### src/rtl/alu_pkg.sv
// Shared types and constants for the ALU command front-end.
package alu_pkg;

    localparam int OPND_W  = 32;
    localparam int RES_W   = 64;
    localparam int SHIFT_W = 6;
    localparam int OPC_W   = 3;
    localparam int TAG_W   = 4;

    localparam logic [OPC_W-1:0] OP_ADD = 3'b000;
    localparam logic [OPC_W-1:0] OP_SUB = 3'b001;
    localparam logic [OPC_W-1:0] OP_MUL = 3'b010;
    localparam logic [OPC_W-1:0] OP_DIV = 3'b011;

    // One queued ALU command as it sits in the FIFO.
    typedef struct packed {
        logic [OPC_W-1:0]   opcode;
        logic [SHIFT_W-1:0] shift;
        logic [OPND_W-1:0]  a;
        logic [OPND_W-1:0]  b;
    } alu_cmd_t;

    // Sequencer FSM encoding.
    typedef enum logic [1:0] {
        SEQ_IDLE = 2'b00,
        SEQ_EXEC = 2'b01,
        SEQ_DONE = 2'b10
    } seq_state_e;

    // A divide with a zero divisor has no meaningful result; flag it.
    function automatic logic is_div_by_zero(input alu_cmd_t cmd);
        return (cmd.opcode == OP_DIV) && (cmd.b == {OPND_W{1'b0}});
    endfunction

endpackage

### src/rtl/alu_cmd_fifo.sv
// Synchronous command FIFO with occupancy count; head entry is read combinationally.
module alu_cmd_fifo
    import alu_pkg::*;
#(
    parameter int DEPTH = 4
) (
    input  logic                   clk,
    input  logic                   rst_n,
    input  logic                   push,
    input  alu_cmd_t               wdata,
    input  logic                   pop,
    output alu_cmd_t               rdata,
    output logic [$clog2(DEPTH):0] count,
    output logic                   full,
    output logic                   empty
);

    localparam int AW    = $clog2(DEPTH);
    localparam int CNT_W = AW + 1;

    alu_cmd_t           mem_q [DEPTH];
    logic [AW-1:0]      wr_ptr_q, wr_ptr_d;
    logic [AW-1:0]      rd_ptr_q, rd_ptr_d;
    logic [CNT_W-1:0]   count_q, count_d;
    logic               push_ok_s;
    logic               pop_ok_s;

    assign full  = (count_q == CNT_W'(DEPTH));
    assign empty = (count_q == {CNT_W{1'b0}});
    assign count = count_q;
    assign rdata = mem_q[rd_ptr_q];

    // Qualify requests and compute next pointers and occupancy.
    always_comb begin
        push_ok_s = push && !full;
        pop_ok_s  = pop && !empty;
        wr_ptr_d  = wr_ptr_q;
        rd_ptr_d  = rd_ptr_q;
        count_d   = count_q;
        if (push_ok_s) begin
            wr_ptr_d = wr_ptr_q + AW'(1);
        end else begin
            wr_ptr_d = wr_ptr_q;
        end
        if (pop_ok_s) begin
            rd_ptr_d = rd_ptr_q + AW'(1);
        end else begin
            rd_ptr_d = rd_ptr_q;
        end
        case ({push_ok_s, pop_ok_s})
            2'b10:   count_d = count_q + CNT_W'(1);
            2'b01:   count_d = count_q - CNT_W'(1);
            default: count_d = count_q;
        endcase
    end

    // Pointer and count registers; reset flushes the queue.
    always_ff @(posedge clk) begin
        if (!rst_n) begin
            wr_ptr_q <= {AW{1'b0}};
            rd_ptr_q <= {AW{1'b0}};
            count_q  <= {CNT_W{1'b0}};
        end else begin
            wr_ptr_q <= wr_ptr_d;
            rd_ptr_q <= rd_ptr_d;
            count_q  <= count_d;
        end
    end

    // Storage array; contents are don't-care until written, so no reset.
    always_ff @(posedge clk) begin
        if (push_ok_s) begin
            mem_q[wr_ptr_q] <= wdata;
        end
    end

endmodule

### src/rtl/alu_op_sequencer.sv
// Command front-end for main_alu: queues commands, issues them one at a time,
// waits ALU_LAT cycles, then presents the captured result on a valid/ready port.
module alu_op_sequencer
    import alu_pkg::*;
#(
    parameter int DEPTH   = 4,
    parameter int ALU_LAT = 1
) (
    input  logic                   clk,
    input  logic                   rst_n,
    input  logic                   cmd_valid,
    output logic                   cmd_ready,
    input  logic [OPC_W-1:0]       cmd_opcode,
    input  logic [SHIFT_W-1:0]     cmd_shift,
    input  logic [OPND_W-1:0]      cmd_a,
    input  logic [OPND_W-1:0]      cmd_b,
    output logic [OPND_W-1:0]      alu_a,
    output logic [OPND_W-1:0]      alu_b,
    output logic [OPC_W-1:0]       alu_opcode,
    output logic [SHIFT_W-1:0]     alu_shift,
    input  logic [RES_W-1:0]       alu_out,
    input  logic                   alu_carry,
    output logic                   res_valid,
    input  logic                   res_ready,
    output logic [RES_W-1:0]       res_data,
    output logic                   res_carry,
    output logic                   res_err,
    output logic [TAG_W-1:0]       res_tag,
    output logic                   busy,
    output logic [$clog2(DEPTH):0] fifo_count
);

    localparam int CNT_W = $clog2(DEPTH) + 1;
    localparam int LAT_W = $clog2(ALU_LAT + 1);

    localparam logic [1:0] ST_IDLE = SEQ_IDLE;
    localparam logic [1:0] ST_EXEC = SEQ_EXEC;
    localparam logic [1:0] ST_DONE = SEQ_DONE;

    logic [1:0]          state_q, state_d;
    logic [OPND_W-1:0]   alu_a_q, alu_a_d;
    logic [OPND_W-1:0]   alu_b_q, alu_b_d;
    logic [OPC_W-1:0]    alu_opcode_q, alu_opcode_d;
    logic [SHIFT_W-1:0]  alu_shift_q, alu_shift_d;
    logic [LAT_W-1:0]    lat_cnt_q, lat_cnt_d;
    logic [TAG_W-1:0]    tag_q, tag_d;
    logic [TAG_W-1:0]    pend_tag_q, pend_tag_d;
    logic                pend_err_q, pend_err_d;
    logic                res_valid_q, res_valid_d;
    logic [RES_W-1:0]    res_data_q, res_data_d;
    logic                res_carry_q, res_carry_d;
    logic                res_err_q, res_err_d;
    logic [TAG_W-1:0]    res_tag_q, res_tag_d;

    alu_cmd_t            push_cmd_s;
    alu_cmd_t            head_s;
    logic                push_s;
    logic                issue_s;
    logic                fifo_full_s;
    logic                fifo_empty_s;
    logic [CNT_W-1:0]    fifo_count_s;

    assign push_cmd_s = '{opcode: cmd_opcode, shift: cmd_shift, a: cmd_a, b: cmd_b};
    // Ready depends only on stored occupancy, so a full FIFO never accepts even on a pop cycle.
    assign cmd_ready  = !fifo_full_s;
    assign push_s     = cmd_valid && cmd_ready;

    alu_cmd_fifo #(
        .DEPTH (DEPTH)
    ) u_fifo (
        .clk   (clk),
        .rst_n (rst_n),
        .push  (push_s),
        .wdata (push_cmd_s),
        .pop   (issue_s),
        .rdata (head_s),
        .count (fifo_count_s),
        .full  (fifo_full_s),
        .empty (fifo_empty_s)
    );

    // Sequencer FSM: issue from the FIFO head, count settle latency, capture and hand off the result.
    always_comb begin
        state_d      = state_q;
        issue_s      = 1'b0;
        alu_a_d      = alu_a_q;
        alu_b_d      = alu_b_q;
        alu_opcode_d = alu_opcode_q;
        alu_shift_d  = alu_shift_q;
        lat_cnt_d    = lat_cnt_q;
        tag_d        = tag_q;
        pend_tag_d   = pend_tag_q;
        pend_err_d   = pend_err_q;
        res_valid_d  = res_valid_q;
        res_data_d   = res_data_q;
        res_carry_d  = res_carry_q;
        res_err_d    = res_err_q;
        res_tag_d    = res_tag_q;

        case (state_q)
            ST_IDLE: begin
                if (!fifo_empty_s) begin
                    issue_s = 1'b1;
                end else begin
                    issue_s = 1'b0;
                end
            end
            ST_EXEC: begin
                if (lat_cnt_q == LAT_W'(1)) begin
                    res_data_d  = alu_out;
                    res_carry_d = alu_carry;
                    res_err_d   = pend_err_q;
                    res_tag_d   = pend_tag_q;
                    res_valid_d = 1'b1;
                    state_d     = ST_DONE;
                end else begin
                    lat_cnt_d = lat_cnt_q - LAT_W'(1);
                end
            end
            ST_DONE: begin
                if (res_ready) begin
                    res_valid_d = 1'b0;
                    if (!fifo_empty_s) begin
                        issue_s = 1'b1;
                    end else begin
                        state_d = ST_IDLE;
                    end
                end else begin
                    res_valid_d = 1'b1;
                end
            end
            default: begin
                state_d     = ST_IDLE;
                res_valid_d = 1'b0;
            end
        endcase

        // Issuing pops the head and loads the ALU-facing registers; they stay put until the next issue.
        if (issue_s) begin
            alu_a_d      = head_s.a;
            alu_b_d      = head_s.b;
            alu_opcode_d = head_s.opcode;
            alu_shift_d  = head_s.shift;
            pend_err_d   = is_div_by_zero(head_s);
            pend_tag_d   = tag_q;
            tag_d        = tag_q + TAG_W'(1);
            lat_cnt_d    = LAT_W'(ALU_LAT);
            state_d      = ST_EXEC;
        end else begin
            tag_d = tag_q;
        end
    end

    // State, ALU-drive and result registers; reset discards any in-flight work.
    always_ff @(posedge clk) begin
        if (!rst_n) begin
            state_q      <= ST_IDLE;
            alu_a_q      <= {OPND_W{1'b0}};
            alu_b_q      <= {OPND_W{1'b0}};
            alu_opcode_q <= {OPC_W{1'b0}};
            alu_shift_q  <= {SHIFT_W{1'b0}};
            lat_cnt_q    <= {LAT_W{1'b0}};
            tag_q        <= {TAG_W{1'b0}};
            pend_tag_q   <= {TAG_W{1'b0}};
            pend_err_q   <= 1'b0;
            res_valid_q  <= 1'b0;
            res_data_q   <= {RES_W{1'b0}};
            res_carry_q  <= 1'b0;
            res_err_q    <= 1'b0;
            res_tag_q    <= {TAG_W{1'b0}};
        end else begin
            state_q      <= state_d;
            alu_a_q      <= alu_a_d;
            alu_b_q      <= alu_b_d;
            alu_opcode_q <= alu_opcode_d;
            alu_shift_q  <= alu_shift_d;
            lat_cnt_q    <= lat_cnt_d;
            tag_q        <= tag_d;
            pend_tag_q   <= pend_tag_d;
            pend_err_q   <= pend_err_d;
            res_valid_q  <= res_valid_d;
            res_data_q   <= res_data_d;
            res_carry_q  <= res_carry_d;
            res_err_q    <= res_err_d;
            res_tag_q    <= res_tag_d;
        end
    end

    assign alu_a      = alu_a_q;
    assign alu_b      = alu_b_q;
    assign alu_opcode = alu_opcode_q;
    assign alu_shift  = alu_shift_q;
    assign res_valid  = res_valid_q;
    assign res_data   = res_data_q;
    assign res_carry  = res_carry_q;
    assign res_err    = res_err_q;
    assign res_tag    = res_tag_q;
    assign fifo_count = fifo_count_s;
    assign busy       = (state_q != ST_IDLE) || !fifo_empty_s;

endmodule

### config.mk
export PLATFORM = sky130hd
export DESIGN_NAME = alu_op_sequencer
export DESIGN_NICKNAME = d
export VERILOG_FILES = /design/src/rtl/alu_pkg.sv /design/src/rtl/alu_cmd_fifo.sv /design/src/rtl/alu_op_sequencer.sv
export SDC_FILE = /design/constraint.sdc
export NUM_CORES = 1
export LEC_CHECK = 0
export BUFFER_PORTS_ARGS = -buffer_cell sky130_fd_sc_hd__buf_2
export CAP_MARGIN = 20
export CORE_MARGIN = 1
export CORE_UTILIZATION = 50
export CTS_CLUSTER_SIZE = 16
export DETAILED_ROUTE_END_ITERATION = 10
export PLACE_DENSITY = 0.75
export SLEW_MARGIN = 10
export SYNTH_ARGS = -nofsm -noshare
export SYNTH_HDL_FRONTEND = slang
export SYNTH_SLANG_ARGS = --single-unit
### constraint.sdc
create_clock -name clk -period 2.7 [get_ports clk]
set_clock_uncertainty 0.2 [all_clocks]
set_input_delay 0.27 -clock clk [delete_from_list [all_inputs] [get_ports clk]]
set_output_delay 0.27 -clock clk [all_outputs]
set_load 0.02 [all_outputs]
# Word level (Yosys, flattened, before mapping)
# Memories as Yosys holds them, arrays and structs flattened. A register that Yosys moved wholly into a read port is not among the register bits.
# Cells that the tools add are included.
# op_classes
shift	0
magnitude_cmp	0
n_eq_ne	13
bitwise	2
reduce_logical	18
n_mul	0
div_mod_pow	0
n_mux	19
add_sub_neg	6
# op_table
cell	count
logical NOT 32 bit	1
2-to-1 mux 1 bit	10
2-to-1 mux 2 bit	5
!= test 3 x 2 -> 1 bit (second input constant)	3
AND reduction 4 bit	2
!= test 2 bit (second input constant)	3
case mux 2 bit (3 select lines)	1
case mux 3 bit (2 select lines)	1
nonzero test 2 bit	3
adder 2 x 1 -> 2 bit (second input constant)	2
adder 4 x 1 -> 4 bit (second input constant)	1
equality test 2 x 1 -> 1 bit (second input constant)	2
equality test 2 bit (second input constant)	2
logical AND 1 bit	4
AND reduction 2 bit	2
adder 3 x 1 -> 3 bit (second input constant)	1
equality test 3 x 2 -> 1 bit (second input constant)	1
equality test 3 bit (second input constant)	1
logical NOT 3 bit	1
case mux 1 bit (3 select lines)	1
subtractor 3 x 1 -> 3 bit (second input constant)	1
logical NOT 1 bit	2
logical NOT 2 bit	1
!= test 2 x 1 -> 1 bit (second input constant)	1
other kinds (5)	6
# word_totals
wordCells	77
mem_count	1
out_inout_bits	149
ram_bits	292
latch_bits	0
inputBits	142
ff_bits	163
mem_bits_ro	0
# mem_list
name	words	width	rd	rd_clocked_by_memory_dff	write_ports	line_no	rtl
u_fifo.mem_q	4	73	1	1	1	alu_cmd_fifo.sv:21	alu_cmd_t mem_q [DEPTH];

# Depth between registers and ports, before layout
# logic_depth
depth_word	7
depth_mapped	13
mapped_depth_nobuf	11

# Modules after synthesis
# A second synthesis with hierarchy kept.
# unflattened
cells_unflattened	1137
hier_area_um2	17076.4
# by_module_without_submodules
mod	seq_area_each_um2	instances	cells_each	area_each_um2
alu_cmd_fifo	8948.6	1	435	11099.4
alu_op_sequencer	3123.0	1	702	5977.0

# Worst setup path before layout
# Ideal clock, no wire load.
# synth_path
path_type	reg2reg
startpoint	reg u_fifo.count_q[0], in the netlist u_fifo.count[0]
endpoint	mem u_fifo.mem_q[0][0] (netlist name), enable pin
stages_incl_launch_ff	3
arrival_time_ps	2630
slack_ps	-570
required_ps	2060
path_buffers	0
path_cell_list	dfxtp_1 -> or3b_1 -> and3_1
# synth_via
elab_chain_len	6
# synth_lines
item	line_no	rtl
start: declaration	alu_cmd_fifo.sv:24	logic [CNT_W-1:0] count_q, count_d;
start signal: assignment	alu_cmd_fifo.sv:62	count_q <= {CNT_W{1'b0}};
start signal: assignment	alu_cmd_fifo.sv:66	count_q <= count_d;
equality test 3 bit (*)	alu_cmd_fifo.sv:28	assign full = (count_q == CNT_W'(DEPTH));
logical NOT 1 bit (*)	alu_op_sequencer.sv:65	assign cmd_ready = !fifo_full_s;
via cmd_ready	alu_op_sequencer.sv:12	output logic cmd_ready,
logical AND 1 bit	alu_op_sequencer.sv:66	assign push_s = cmd_valid && cmd_ready;
logical AND 1 bit (*)	alu_cmd_fifo.sv:35	push_ok_s = push && !full;
2-to-1 mux 1 bit (*)	alu_cmd_fifo.sv:72	if (push_ok_s) begin
2-to-1 mux 1 bit (not written as such) (*)	alu_cmd_fifo.sv:73	mem_q[wr_ptr_q] <= wdata;
end: declaration	alu_cmd_fifo.sv:21	
# Mark *: on every way through the listed nets, which the timed path passes. The rest lies on a longest branch.

==> impl_metrics.prom <==
# TYPE chip_impl_metric gauge
chip_impl_metric{name="placement.setup.worst_slack",unit="ps"} 115
chip_impl_metric{name="final_design_area_no_fill",unit="mm^2"} 0.0219
chip_impl_metric{name="grt_pass1_vias",unit=""} 11198
chip_impl_metric{name="worst-path-max-fanout",unit=""} 12
chip_impl_metric{name="critical_path.max_stage_delay",unit="ps"} 540
chip_impl_metric{name="power-per-cell-area",unit="mW/mm^2"} 946
chip_impl_info{name="hold_end",value="u_fifo.wr_ptr_q[1]"} 1
chip_impl_metric{name="dpl-instance-area",unit="mm^2"} 0.0191
chip_impl_metric{name="seq_area_frac_synth",unit="%"} 71.4
chip_impl_metric{name="finalCriticalPeriod",unit="ps"} 2580
chip_impl_info{name="status",value="finished clean"} 1
chip_impl_metric{name="postSynthCellCount",unit=""} 1130
chip_impl_metric{name="grt_first_pass_wirelength",unit="mm"} 60.5
chip_impl_info{name="worstPathCellList",value="buf_4 -> mux4_2 -> nor4_2 -> nand4_1 -> o41ai_2"} 1
chip_impl_metric{name="ioPinCount",unit=""} 291
chip_impl_metric{name="slew-limit-headroom",unit="%"} 33.1
chip_impl_metric{name="dieHeight",unit="um"} 186
chip_impl_metric{name="finalNetCount",unit=""} 1721
chip_impl_metric{name="clk_pin_slew",unit="ps"} 60
chip_impl_metric{name="routed-wl-met3",unit="mm"} 2.57
chip_impl_metric{name="route.met2.wl",unit="mm"} 20.3
chip_impl_metric{name="wire_per_inst",unit="um"} 19.4
chip_impl_metric{name="flow.area_growth_from_synthesis",unit="%"} 29.7
chip_impl_metric{name="drtAntennaViolNets",unit=""} 0
chip_impl_info{name="hold_path_class",value="input pin to register"} 1
chip_impl_metric{name="number_of_buffers_added_by_the_clock_tree_synthesis_step",unit=""} 46
chip_impl_metric{name="detailed_place_hpwl",unit="mm"} 23.8
chip_impl_metric{name="post_route_clock_period_utilization",unit="%"} 95.4
chip_impl_metric{name="clock_sinks",unit=""} 457
chip_impl_metric{name="clock_network_latency_to_the_later_pin_of_the_worst_skew_pair",unit="ps"} 550
chip_impl_metric{name="overflow",unit=""} 0
chip_impl_metric{name="fin_ws",unit="ps"} 123
chip_impl_metric{name="die_w",unit="um"} 186
chip_impl_metric{name="drt_iter0_markers",unit=""} 532
chip_impl_metric{name="syn-mean-instance-area",unit="um^2"} 15.0
chip_impl_info{name="worst-setup-path-type",value="register to register"} 1
chip_impl_metric{name="register_to_register_setup_slack",unit="ps"} 120
chip_impl_metric{name="yosys_register_bits",unit=""} 457
chip_impl_metric{name="initial_util",unit="%"} 51.4
chip_impl_info{name="top_layer_used",value="met5"} 1
chip_impl_metric{name="ctsHtreeMaxLevel",unit=""} 2
chip_impl_metric{name="post_synth_num_cell_types",unit=""} 42
chip_impl_metric{name="largest_net_degree_at_the_start_of_global_routing",unit=""} 89
chip_impl_metric{name="final-max-slew-violation-count",unit=""} 0
chip_impl_metric{name="rows",unit=""} 66
chip_impl_metric{name="worstPathArrival",unit="ps"} 2810
chip_impl_info{name="tritoncts",value="yes"} 1
chip_impl_info{name="endpoint_kind",value="register"} 1
chip_impl_metric{name="hold_path_depth",unit=""} 4
chip_impl_metric{name="drt-total-wl",unit="mm"} 39.9
chip_impl_metric{name="initial_antenna_violation_count",unit=""} 3
chip_impl_info{name="rr_endpoint",value="pend_err_q"} 1
chip_impl_metric{name="port-buffer-count",unit=""} 290
chip_impl_metric{name="critical_path_required",unit="ps"} 2930
chip_impl_metric{name="post_drt_via_cell_ratio",unit=""} 5.30
chip_impl_info{name="clock-root-buffer",value="sky130_fd_sc_hd__clkbuf_16"} 1
chip_impl_metric{name="cts.path.max_buffers",unit=""} 3
chip_impl_metric{name="cts_setup_buffers",unit=""} 0
chip_impl_metric{name="max-vdd-ir-drop",unit="uV"} 628
chip_impl_metric{name="post_synth_instance_area",unit="mm^2"} 0.0169
chip_impl_metric{name="remaining_drc_errors",unit=""} 0
chip_impl_metric{name="die_area",unit="mm^2"} 0.0345
chip_impl_metric{name="transition_at_the_pin_with_the_smallest_max_transition_slack",unit="ps"} 1000
chip_impl_metric{name="max-cap-violations",unit=""} 0
chip_impl_metric{name="maxClockFrequency",unit="MHz"} 388
chip_impl_metric{name="timing.final.setup_violations",unit=""} 0
chip_impl_metric{name="drt-pass1-iter-count",unit=""} 5
chip_impl_metric{name="leakage",unit="nW"} 8.11
chip_impl_metric{name="yosys_warnings",unit=""} 0
chip_impl_metric{name="layout-drive-gt1-share",unit="%"} 29.6
chip_impl_info{name="cpMaxStageDelayCell",value="sky130_fd_sc_hd__mux4_2"} 1
chip_impl_metric{name="gp_congestion",unit=""} 0.745
chip_impl_metric{name="reg2reg_depth",unit=""} 5
chip_impl_metric{name="synthesis.nets",unit=""} 1282
chip_impl_metric{name="core_region_area",unit="mm^2"} 0.0329
chip_impl_metric{name="num_vias",unit=""} 10868
chip_impl_metric{name="final_hold_viol_count",unit=""} 0
chip_impl_metric{name="whs",unit="ps"} 4.31
chip_impl_info{name="hold_path_startpoint",value="cmd_valid"} 1
chip_impl_info{name="setup.worst_path.start_class",value="register"} 1
chip_impl_metric{name="post_route_met1_wirelength",unit="mm"} 15.8
chip_impl_metric{name="gr-usage-all-layers",unit="%"} 23.1
## worst max path at each step
stage | startpoint | endpoint | slack, ps
floorplan | u_fifo.count[2] | u_fifo.count[2] | 3
global placement | u_fifo.count[2] | u_fifo.count[2] | 160
detailed placement | u_fifo.count[2] | u_fifo.count[2] | 110
CTS | register | pend_err_q | 20
global route | register | pend_err_q | -0.3
finish | register | pend_err_q | 120
## cells in the mapped netlist
cell type	n	area, um^2
sky130_fd_sc_hd__nor3_1	1	5.00
sky130_fd_sc_hd__and3_1	4	25.0
sky130_fd_sc_hd__ha_1	9	113
sky130_fd_sc_hd__buf_6	1	11.3
sky130_fd_sc_hd__a21boi_1	12	90.1
sky130_fd_sc_hd__o311ai_0	1	8.76
sky130_fd_sc_hd__inv_1	9	33.8
sky130_fd_sc_hd__or4_1	1	7.51
sky130_fd_sc_hd__nand2_1	301	1130
sky130_fd_sc_hd__nor2b_1	1	6.26
sky130_fd_sc_hd__fa_1	1	20.0
sky130_fd_sc_hd__or3b_2	1	8.76
sky130_fd_sc_hd__mux4_1	9	236
sky130_fd_sc_hd__xor2_1	4	35.0
sky130_fd_sc_hd__nor2_1	3	11.3
sky130_fd_sc_hd__nor3b_1	2	15.0
sky130_fd_sc_hd__o41ai_2	1	16.3
sky130_fd_sc_hd__and2_1	11	68.8
sky130_fd_sc_hd__buf_1	7	26.3
sky130_fd_sc_hd__nand4_1	1	6.26
sky130_fd_sc_hd__nor4bb_1	1	10.0
sky130_fd_sc_hd__o21ai_0	4	20.0
sky130_fd_sc_hd__o31a_1	2	17.5
sky130_fd_sc_hd__or2_2	1	6.26
sky130_fd_sc_hd__inv_2	1	3.75
sky130_fd_sc_hd__buf_12	1	20.0
sky130_fd_sc_hd__nand3_1	3	15.0
sky130_fd_sc_hd__nor4_1	6	37.5
sky130_fd_sc_hd__nand4b_1	1	8.76
sky130_fd_sc_hd__a21oi_1	2	10.0
sky130_fd_sc_hd__edfxtp_1	292	8770
sky130_fd_sc_hd__or3b_1	1	8.76
sky130_fd_sc_hd__or3_1	1	6.26
sky130_fd_sc_hd__a21boi_0	141	1060
sky130_fd_sc_hd__mux4_2	64	1440
sky130_fd_sc_hd__buf_4	3	22.5
sky130_fd_sc_hd__xnor2_1	4	35.0
sky130_fd_sc_hd__a21o_1	1	7.51
sky130_fd_sc_hd__nor3_2	1	10.0
sky130_fd_sc_hd__dfxtp_1	165	3300
sky130_fd_sc_hd__buf_2	7	35.0
sky130_fd_sc_hd__clkbuf_1	48	180
## layout by cell type, fill, tap and decap left out, types with 5 or more instances in the layout
cell / n
sky130_fd_sc_hd__a21boi_0: 141
sky130_fd_sc_hd__a21boi_1: 12
sky130_fd_sc_hd__and2_1: 9
sky130_fd_sc_hd__buf_12: 12
sky130_fd_sc_hd__buf_2: 289
sky130_fd_sc_hd__buf_4: 19
sky130_fd_sc_hd__clkbuf_1: 14
sky130_fd_sc_hd__clkbuf_16: 46
sky130_fd_sc_hd__clkinv_1: 5
sky130_fd_sc_hd__clkinv_2: 10
sky130_fd_sc_hd__dfxtp_1: 160
sky130_fd_sc_hd__dlygate4sd3_1: 138
sky130_fd_sc_hd__edfxtp_1: 292
sky130_fd_sc_hd__ha_1: 6
sky130_fd_sc_hd__inv_1: 7
sky130_fd_sc_hd__mux4_1: 9
sky130_fd_sc_hd__mux4_2: 64
sky130_fd_sc_hd__nand2_1: 300
## per-stage QoR
step           total power, mW  std cells  TNS [ps]  util, %
4_1_cts                   20.9       2048         0     66.6
2_1_floorplan             12.7       1130         0        -
3_5_place_dp              14.6       1825         0     58.0
3_3_place_gp              14.5       1825         0     58.0
5_1_grt                   21.8       2050    -0.329     66.7
6_report                  20.7       2051         0     66.7
## kinds of logic (layout without fill, tap and decap cells)
group	after synthesis	count (layout)	share of synthesized area [%]
compound gates	164	164	7.27
xor+xnor	8	8	0.415
fa+ha+maj	10	10	0.785
buf+inv	77	553	1.97
flops	457	457	71.4
mux	73	73	9.93
other cells	0	3	0
simple gates	341	341	8.20
## registers in the layout (all words and copies together) (netlist names), named ones only
name and cells:
u_fifo.mem_q 292, res_data 64, alu_a 32, alu_b 32
alu_shift 6, pend_tag_q 4, res_tag 4, tag_q 4
alu_opcode 3, u_fifo.count 3, state_q 2, u_fifo.rd_ptr_q 2
u_fifo.wr_ptr_q 2, lat_cnt_q 1, pend_err_q 1, res_carry 1
res_err 1, res_valid 1
## repair_timing
action | in CTS | in global routing
endpoints found under the setup margin | 0 | 2
hold buffers | 138 | 0
hold endpoints to repair | 357 | 0
resized for setup | 0 | 4
## final cells by class
type / instances / area (um^2)
Sequential cell: 457 / 12100
Multi-Input combinational cell: 596 / 4570
Fill cell: 2211 / 11000
Tap cell: 442 / 553
Clock buffer: 63 / 1240
Antenna cell: 3 / 7.51
Clock inverter: 22 / 209
Inverter: 10 / 37.5
Timing Repair Buffer: 458 / 3210
## critical path: cells and delay by family, from the launching register on
kind	cells	cell delay, ps
mux	1	540
flops	1	490
compound gates	1	440
buf+inv	1	190
simple gates	2	590
## routing by layer
metal | up-vias | global-route usage [%]
li1 | 5012 | -
met1 | 5385 | 27.2
met2 | 387 | 41.7
met3 | 82 | 4.32
met4 | 2 | 9.08
met5 | - | 0
## power by group
group          switching (mW)  internal (mW)  leakage (nW)
combinational            3.29           2.11          3.37
clock                    2.56           3.53         0.715
sequential              0.614           8.63          4.03
Note: power is estimated with default switching activity, not from simulation.
